`config.mk`:
```
export PLATFORM = sky130hd
export DESIGN_NAME = com_bus_arbiter_flat
export DESIGN_NICKNAME = d
export VERILOG_FILES = /design/src/rtl/com_bus_arbiter_if.sv /design/src/rtl/com_bus_arbiter.sv /design/src/flat_wrapper.sv
export SDC_FILE = /design/constraint.sdc
export NUM_CORES = 1
export LEC_CHECK = 0
export ABC_CLOCK_PERIOD_IN_PS = 7480
export BUFFER_PORTS_ARGS = -buffer_cell sky130_fd_sc_hd__buf_2
export CAP_MARGIN = 20
export CORE_UTILIZATION = 60
export DETAILED_ROUTE_END_ITERATION = 7
export PLACE_DENSITY = 0.8
export SYNTH_ARGS = -nofsm -noshare
export SYNTH_HDL_FRONTEND = slang
export SYNTH_SLANG_ARGS = --single-unit
```
`constraint.sdc`:
```
create_clock -name clk -period 7.48 [get_ports clk]
set_input_delay 0.374 -clock clk [delete_from_list [all_inputs] [get_ports clk]]
set_output_delay 0.374 -clock clk [all_outputs]
set_load 0.05 [all_outputs]
```
`src/rtl/com_bus_arbiter_if.sv`:
```
// Bus-side signal bundle of the coherence bus arbiter: requests, grants and invalidation status.
// The arbiter connects through the slave modport, and the requesting caches connect through the master modport.
interface com_bus_arbiter_if #(
    parameter int NUM_CORES = 4
);
    logic [NUM_CORES-1:0] Com_Bus_Req_proc;
    logic [NUM_CORES-1:0] Com_Bus_Gnt_proc;
    logic [NUM_CORES-1:0] Com_Bus_Req_snoop;
    logic [NUM_CORES-1:0] Com_Bus_Gnt_snoop;
    logic [NUM_CORES-1:0] Invalidation_done;
    logic                 All_Invalidation_done;
    logic                 hold_timeout;

    modport master (
        output Com_Bus_Req_proc,
        output Com_Bus_Req_snoop,
        output Invalidation_done,
        input  Com_Bus_Gnt_proc,
        input  Com_Bus_Gnt_snoop,
        input  All_Invalidation_done,
        input  hold_timeout
    );

    modport slave (
        input  Com_Bus_Req_proc,
        input  Com_Bus_Req_snoop,
        input  Invalidation_done,
        output Com_Bus_Gnt_proc,
        output Com_Bus_Gnt_snoop,
        output All_Invalidation_done,
        output hold_timeout
    );
endinterface

```
`src/rtl/com_bus_arbiter.sv`:
```
// Coherence bus arbiter: a round-robin processor-side grant and an independent round-robin snoop-side grant.
// It also merges the per-core invalidation acknowledges and flags any grant that has been held too long.
module com_bus_arbiter #(
    parameter int NUM_CORES = 4,
    parameter int MAX_HOLD  = 255
) (
    input  logic             clk,
    input  logic             rst,
    com_bus_arbiter_if.slave bus
);
    localparam int PTR_W = (NUM_CORES > 1) ? $clog2(NUM_CORES) : 1;
    localparam int CNT_W = 8;
    localparam logic [CNT_W-1:0]     HOLD_MAX = CNT_W'(MAX_HOLD);
    localparam logic [NUM_CORES-1:0] ALL_ONES = {NUM_CORES{1'b1}};

    typedef enum logic [0:0] {
        ST_IDLE = 1'b0,
        ST_BUSY = 1'b1
    } arb_state_t;

    arb_state_t           proc_state_r;
    arb_state_t           snoop_state_r;
    logic [NUM_CORES-1:0] gnt_proc_r;
    logic [NUM_CORES-1:0] gnt_snoop_r;
    logic [PTR_W-1:0]     ptr_proc_r;
    logic [PTR_W-1:0]     ptr_snoop_r;
    logic [PTR_W-1:0]     owner_proc_r;
    logic [PTR_W-1:0]     owner_snoop_r;
    logic [CNT_W-1:0]     hold_proc_r;
    logic [CNT_W-1:0]     hold_snoop_r;
    logic                 all_inv_done_r;
    logic                 hold_timeout_r;

    logic [NUM_CORES-1:0] req_proc_s;
    logic [NUM_CORES-1:0] req_snoop_s;
    logic [NUM_CORES-1:0] inv_done_s;
    logic [NUM_CORES-1:0] pick_proc_s;
    logic [NUM_CORES-1:0] pick_snoop_s;
    logic                 proc_issue_s;
    logic                 proc_release_s;
    logic                 snoop_issue_s;
    logic                 snoop_release_s;
    logic                 proc_tmo_s;
    logic                 snoop_tmo_s;

    // First set bit of req at or after ptr, searched cyclically; zero when req is empty.
    function automatic logic [NUM_CORES-1:0] rr_pick(input logic [NUM_CORES-1:0] req,
                                                     input logic [PTR_W-1:0]     ptr);
        logic [NUM_CORES-1:0] pick;
        logic [PTR_W-1:0]     idx;
        pick = '0;
        for (int k = NUM_CORES - 1; k >= 0; k--) begin
            idx  = PTR_W'((int'(ptr) + k) % NUM_CORES);
            pick = req[idx] ? (NUM_CORES'(1) << idx) : pick;
        end
        return pick;
    endfunction

    function automatic logic [PTR_W-1:0] onehot_idx(input logic [NUM_CORES-1:0] vec);
        logic [PTR_W-1:0] idx;
        idx = '0;
        for (int i = 0; i < NUM_CORES; i++) begin
            idx = vec[i] ? PTR_W'(i) : idx;
        end
        return idx;
    endfunction

    function automatic logic [PTR_W-1:0] next_ptr(input logic [PTR_W-1:0] owner);
        return (owner == PTR_W'(NUM_CORES - 1)) ? PTR_W'(0) : owner + PTR_W'(1);
    endfunction

    // Input cleanup: only a definite 1 counts, so X/Z on a request line reads as idle in simulation.
    always_comb begin
        req_proc_s  = '0;
        req_snoop_s = '0;
        inv_done_s  = '0;
        for (int i = 0; i < NUM_CORES; i++) begin
            if (bus.Com_Bus_Req_proc[i] == 1'b1) req_proc_s[i] = 1'b1;
            else                                 req_proc_s[i] = 1'b0;
            if (bus.Com_Bus_Req_snoop[i] == 1'b1) req_snoop_s[i] = 1'b1;
            else                                  req_snoop_s[i] = 1'b0;
            if (bus.Invalidation_done[i] == 1'b1) inv_done_s[i] = 1'b1;
            else                                  inv_done_s[i] = 1'b0;
        end
    end

    // Arbitration decisions. Each side masks cores that the other side holds or is granting
    // on this edge, so that the two grants never name the same core.
    always_comb begin
        pick_proc_s    = rr_pick(req_proc_s & ~gnt_snoop_r, ptr_proc_r);
        proc_issue_s   = (proc_state_r == ST_IDLE) && (pick_proc_s != '0);
        proc_release_s = (proc_state_r == ST_BUSY) && ((req_proc_s & gnt_proc_r) == '0);
        if (proc_issue_s) begin
            pick_snoop_s = rr_pick(req_snoop_s & ~gnt_proc_r & ~pick_proc_s, ptr_snoop_r);
        end else begin
            pick_snoop_s = rr_pick(req_snoop_s & ~gnt_proc_r, ptr_snoop_r);
        end
        snoop_issue_s   = (snoop_state_r == ST_IDLE) && (pick_snoop_s != '0);
        snoop_release_s = (snoop_state_r == ST_BUSY) && ((req_snoop_s & gnt_snoop_r) == '0);
        proc_tmo_s  = (proc_state_r == ST_BUSY) && !proc_release_s &&
                      (hold_proc_r == HOLD_MAX - CNT_W'(1));
        snoop_tmo_s = (snoop_state_r == ST_BUSY) && !snoop_release_s &&
                      (hold_snoop_r == HOLD_MAX - CNT_W'(1));
    end

    // Processor-side FSM: grant, hold while the owner keeps requesting, then rotate the pointer.
    always_ff @(posedge clk) begin
        if (rst) begin
            proc_state_r <= ST_IDLE;
            gnt_proc_r   <= '0;
            ptr_proc_r   <= '0;
            owner_proc_r <= '0;
            hold_proc_r  <= '0;
        end else begin
            case (proc_state_r)
                ST_IDLE: begin
                    if (proc_issue_s) begin
                        proc_state_r <= ST_BUSY;
                        gnt_proc_r   <= pick_proc_s;
                        owner_proc_r <= onehot_idx(pick_proc_s);
                        hold_proc_r  <= '0;
                    end
                end
                ST_BUSY: begin
                    if (proc_release_s) begin
                        proc_state_r <= ST_IDLE;
                        gnt_proc_r   <= '0;
                        ptr_proc_r   <= next_ptr(owner_proc_r);
                    end else if (hold_proc_r != HOLD_MAX) begin
                        hold_proc_r <= hold_proc_r + CNT_W'(1);
                    end
                end
                default: begin
                    proc_state_r <= ST_IDLE;
                    gnt_proc_r   <= '0;
                end
            endcase
        end
    end

    // Snoop-side FSM: same structure as the processor side, with its own pointer.
    always_ff @(posedge clk) begin
        if (rst) begin
            snoop_state_r <= ST_IDLE;
            gnt_snoop_r   <= '0;
            ptr_snoop_r   <= '0;
            owner_snoop_r <= '0;
            hold_snoop_r  <= '0;
        end else begin
            case (snoop_state_r)
                ST_IDLE: begin
                    if (snoop_issue_s) begin
                        snoop_state_r <= ST_BUSY;
                        gnt_snoop_r   <= pick_snoop_s;
                        owner_snoop_r <= onehot_idx(pick_snoop_s);
                        hold_snoop_r  <= '0;
                    end
                end
                ST_BUSY: begin
                    if (snoop_release_s) begin
                        snoop_state_r <= ST_IDLE;
                        gnt_snoop_r   <= '0;
                        ptr_snoop_r   <= next_ptr(owner_snoop_r);
                    end else if (hold_snoop_r != HOLD_MAX) begin
                        hold_snoop_r <= hold_snoop_r + CNT_W'(1);
                    end
                end
                default: begin
                    snoop_state_r <= ST_IDLE;
                    gnt_snoop_r   <= '0;
                end
            endcase
        end
    end

    // Status outputs: invalidation acknowledge is computed against the owner that holds the grant now.
    always_ff @(posedge clk) begin
        if (rst) begin
            all_inv_done_r <= 1'b0;
            hold_timeout_r <= 1'b0;
        end else begin
            all_inv_done_r <= (proc_state_r == ST_BUSY) && ((inv_done_s | gnt_proc_r) == ALL_ONES);
            hold_timeout_r <= proc_tmo_s | snoop_tmo_s;
        end
    end

    assign bus.Com_Bus_Gnt_proc      = gnt_proc_r;
    assign bus.Com_Bus_Gnt_snoop     = gnt_snoop_r;
    assign bus.All_Invalidation_done = all_inv_done_r;
    assign bus.hold_timeout          = hold_timeout_r;
endmodule
```
`src/flat_wrapper.sv`:
```
// flat-port wrapper written by rule: the top's interface ports become plain ports
module com_bus_arbiter_flat 
#(
    parameter int NUM_CORES = 4,
    parameter int MAX_HOLD  = 255
)
  (clk, rst, bus_Com_Bus_Req_proc, bus_Com_Bus_Req_snoop, bus_Invalidation_done, bus_Com_Bus_Gnt_proc, bus_Com_Bus_Gnt_snoop, bus_All_Invalidation_done, bus_hold_timeout);
  com_bus_arbiter_if #(.NUM_CORES(NUM_CORES)) bus_i ();
  input  logic clk;
  input  logic rst;
  input wire logic [$bits(bus_i.Com_Bus_Req_proc)-1:0] bus_Com_Bus_Req_proc;
  input wire logic [$bits(bus_i.Com_Bus_Req_snoop)-1:0] bus_Com_Bus_Req_snoop;
  input wire logic [$bits(bus_i.Invalidation_done)-1:0] bus_Invalidation_done;
  output wire logic [$bits(bus_i.Com_Bus_Gnt_proc)-1:0] bus_Com_Bus_Gnt_proc;
  output wire logic [$bits(bus_i.Com_Bus_Gnt_snoop)-1:0] bus_Com_Bus_Gnt_snoop;
  output wire logic [$bits(bus_i.All_Invalidation_done)-1:0] bus_All_Invalidation_done;
  output wire logic [$bits(bus_i.hold_timeout)-1:0] bus_hold_timeout;
  assign bus_i.Com_Bus_Req_proc = bus_Com_Bus_Req_proc;
  assign bus_i.Com_Bus_Req_snoop = bus_Com_Bus_Req_snoop;
  assign bus_i.Invalidation_done = bus_Invalidation_done;
  assign bus_Com_Bus_Gnt_proc = bus_i.Com_Bus_Gnt_proc;
  assign bus_Com_Bus_Gnt_snoop = bus_i.Com_Bus_Gnt_snoop;
  assign bus_All_Invalidation_done = bus_i.All_Invalidation_done;
  assign bus_hold_timeout = bus_i.hold_timeout;
  com_bus_arbiter #(.NUM_CORES(NUM_CORES), .MAX_HOLD(MAX_HOLD)) u_core (.clk(clk), .rst(rst), .bus(bus_i));
endmodule
```
==> metrics.cfg <==
[outcome]
status = finished, final reports clean

[clock_tree]
cts_sinks = 36
ctsResizeCount = 0
cts_setup_buffers = 0
cts_tree = done
cts.clk_slew.worst_paths_ps = 70
cts-buffers-inserted = 5
htreeDepth = 2
clk_latency_ps = 290
cts_hold_buffers = 0
cts_root_buffer = clkbuf_8
clockBufferDepth = 2

[synth]
synth_nets = 383
synth.area.top_cells = dfxtp_1, ha_1, nor2_1
async_reset_ff_share_pct = 0
synth_area_mm2 = 0.00292
yosysTopAreaCell = dfxtp_1
yosysWarnings = 0
syn_avg_cell_area_um2 = 8.41
ys_seq_area_share_pct = 24.7
ys_seq_elements = 36
synthCells = 347
synth_top_area_share_pct = 24.7
synth_edf_count = 0
synth_flop_cell = dfxtp_1
synthDistinctLibCells = 69

[place]
portBuffers = 23
globalplace.congestion = 0.940
post-dp-hpwl_mm = 4.99
post_dp_cell_area_mm2 = 0.00303
placed_cells = 411

[sta]
finalSetupViolCount = 0
final.setup.tns_ps = 0
fin_crit_ps = 4550
holdWs_ps = 356
hold_viol = 0
slew_viol_final = 0
skew_ps = 3.38
fmax_mhz = 220
fin_crit_sh_pct = 60.8
rsz0062_at_grt = false
slew_headroom_pct = 45.4
tightestPinTransition_ps = 819

[routing]
drt-initial-drc-count = 194
first_pass_iters = 5
wl_mm = 6.83
wl_per_cell_um = 16.3
ant_nets = 0
route.detailed.drc = 0
vias_per_cell = 6.46
vias = 2706

[grt]
grt_pass1_vias = 2396
grt_max_degree = 37
grt_pass1_wl_mm = 11.2
grt_remaining_overflow = 0
grt_util_all_layers_pct = 27.4
antenna_found_initial = 0

[final_layout]
instances_no_fill = 419
finalInstanceArea_mm2 = 0.00312
diodes = 0
fin_nets = 400
drive_gt1_share_pct = 14.2
num-fill-cells = 383
area_growth_pct = 6.78

[floorplanning]
num_io_pins = 24
fp.dieArea_mm2 = 0.00515
start_util_pct = 62.2
die_w_um = 71.7
core.rowCount = 25
die_h_um = 71.7
core_area_mm2 = 0.00469

[worst_hold_path]
worstHoldStart = bus_Invalidation_done[3]
hold_path_end = u_core.bus.All_Invalidation_done
hold_class = in -> reg
hold_depth = 3

[critical_path]
cp_top_family = compound AO/OA/AOI/OAI gates
critPathRequiredTime_ps = 7660
reg2regPathDepth = 12
r2r-end = u_core.hold_snoop_r[2]
crit_fanout = 19
crit_type = reg -> reg
slowest_stage = a41oi_2
crit_arrival_ps = 4730
crit_chain = inv_1 > ha_1 > mux4_2 > nor2b_4 > a221o_1 > a41oi_2 > a2111oi_0 > a311oi_1 > nor2_1 > a2111oi_2 > nand2_2 > a221o_1
cp-start-kind = flop
worst_setup_path_end_kind = flop
max_stage_delay_ps = 730
crit-reg2reg-launch = u_core.ptr_proc_r[0]
r2r_slack_ps = 2930
path_common_cell = a221o_1
cp_num_buf_inv = 1
worst-path-stages = 12

[job]
drv_cap = 0

cell families (layout without fill, tap and decap cells):
logic type	after synthesis	count (layout)	share of synthesized area, %
simple gates	133	133	24.1
compound gates	103	103	28.3
flops	36	36	24.7
buf+inv	33	51	5.06
fa+ha+maj	22	22	9.43
mux	14	14	6.65
xor+xnor	6	6	1.80
flip-flops by register name (all words and copies together), names as in the netlist, 2 cells and up:
signal                        cells
u_core.hold_proc_r                8
u_core.hold_snoop_r               8
u_core.bus.Com_Bus_Gnt_proc       4
u_core.bus.Com_Bus_Gnt_snoop      4
u_core.owner_proc_r               2
u_core.owner_snoop_r              2
u_core.ptr_proc_r                 2
u_core.ptr_snoop_r                2
per-layer routing:
layer	track usage (%)	routed length [um]
met1	38.6	3220
met3	4.50	331
met5	0	0
met2	43.0	3180
met4	8.28	92
how the worst max path moves through the flow:
stage	start	to
2_1_floorplan	u_core.bus.Com_Bus_Gnt_snoop[2]	u_core.hold_snoop_r[2]
3_3_place_gp	u_core.ptr_proc_r[0]	u_core.hold_snoop_r[2]
3_5_place_dp	u_core.ptr_proc_r[0]	u_core.hold_snoop_r[2]
4_1_cts	u_core.ptr_proc_r[0]	u_core.hold_snoop_r[2]
5_1_grt	u_core.ptr_proc_r[0]	u_core.hold_snoop_r[2]
6_report	u_core.ptr_proc_r[0]	u_core.hold_snoop_r[2]
cell usage after synthesis, types with 5 or more instances:
cell      instances
nand3_1          11
a221oi_1         10
a211oi_1          7
nor3b_1           5
o21ai_0           7
nor3_1            7
dfxtp_1          36
mux2i_1           7
a21oi_1          22
nor2b_1          13
inv_1            20
ha_1             22
nand2_1          22
and2_1            5
clkbuf_1          8
nor2_1           39
nand2b_1          6
a221o_1           9
layout by cell type, fill, tap and decap left out, drive strengths merged, types with 5 or more instances in the layout:
cell type	netlist	layout
nor2	39	39
dfxtp	36	36
buf	5	23
nand2	23	23
a21oi	22	22
ha	22	22
inv	20	20
nor2b	14	14
a221oi	12	12
nand3	11	11
o21ai	10	10
a221o	9	9
a211oi	7	7
mux2i	7	7
nor3	7	7
nand2b	6	6
and2	6	6
nor3b	5	5
clkbuf	8	5
layout make-up:
cell class / instances / area (um2) / area share [%]
multi-input cells: 278 / 2050 / 65.8
repair buffers: 23 / 115 / 3.69
clock buffers: 5 / 68.8 / 2.21
well taps: 54 / 67.6 / 2.17
clock inverters: 3 / 18.8 / 0.602
inverters: 20 / 75.1 / 2.41
flip-flops and latches: 36 / 721 / 23.1
worst min-delay path, stage by stage:
cell and delay (ps):
buf_2 100, nor2_1 70, nor3_1 50
per-stage QoR:
stage	worst slack, ps	utilization (%)
floorplan	3550	-
global placement	3140	64.5
detailed placement	3000	64.5
CTS	2980	66.4
global route	2520	66.4
finish	2930	66.4
Power is left out: the tool's default activity adds up to more than one toggle a clock period on the data nets, which glitch-free logic cannot reach.
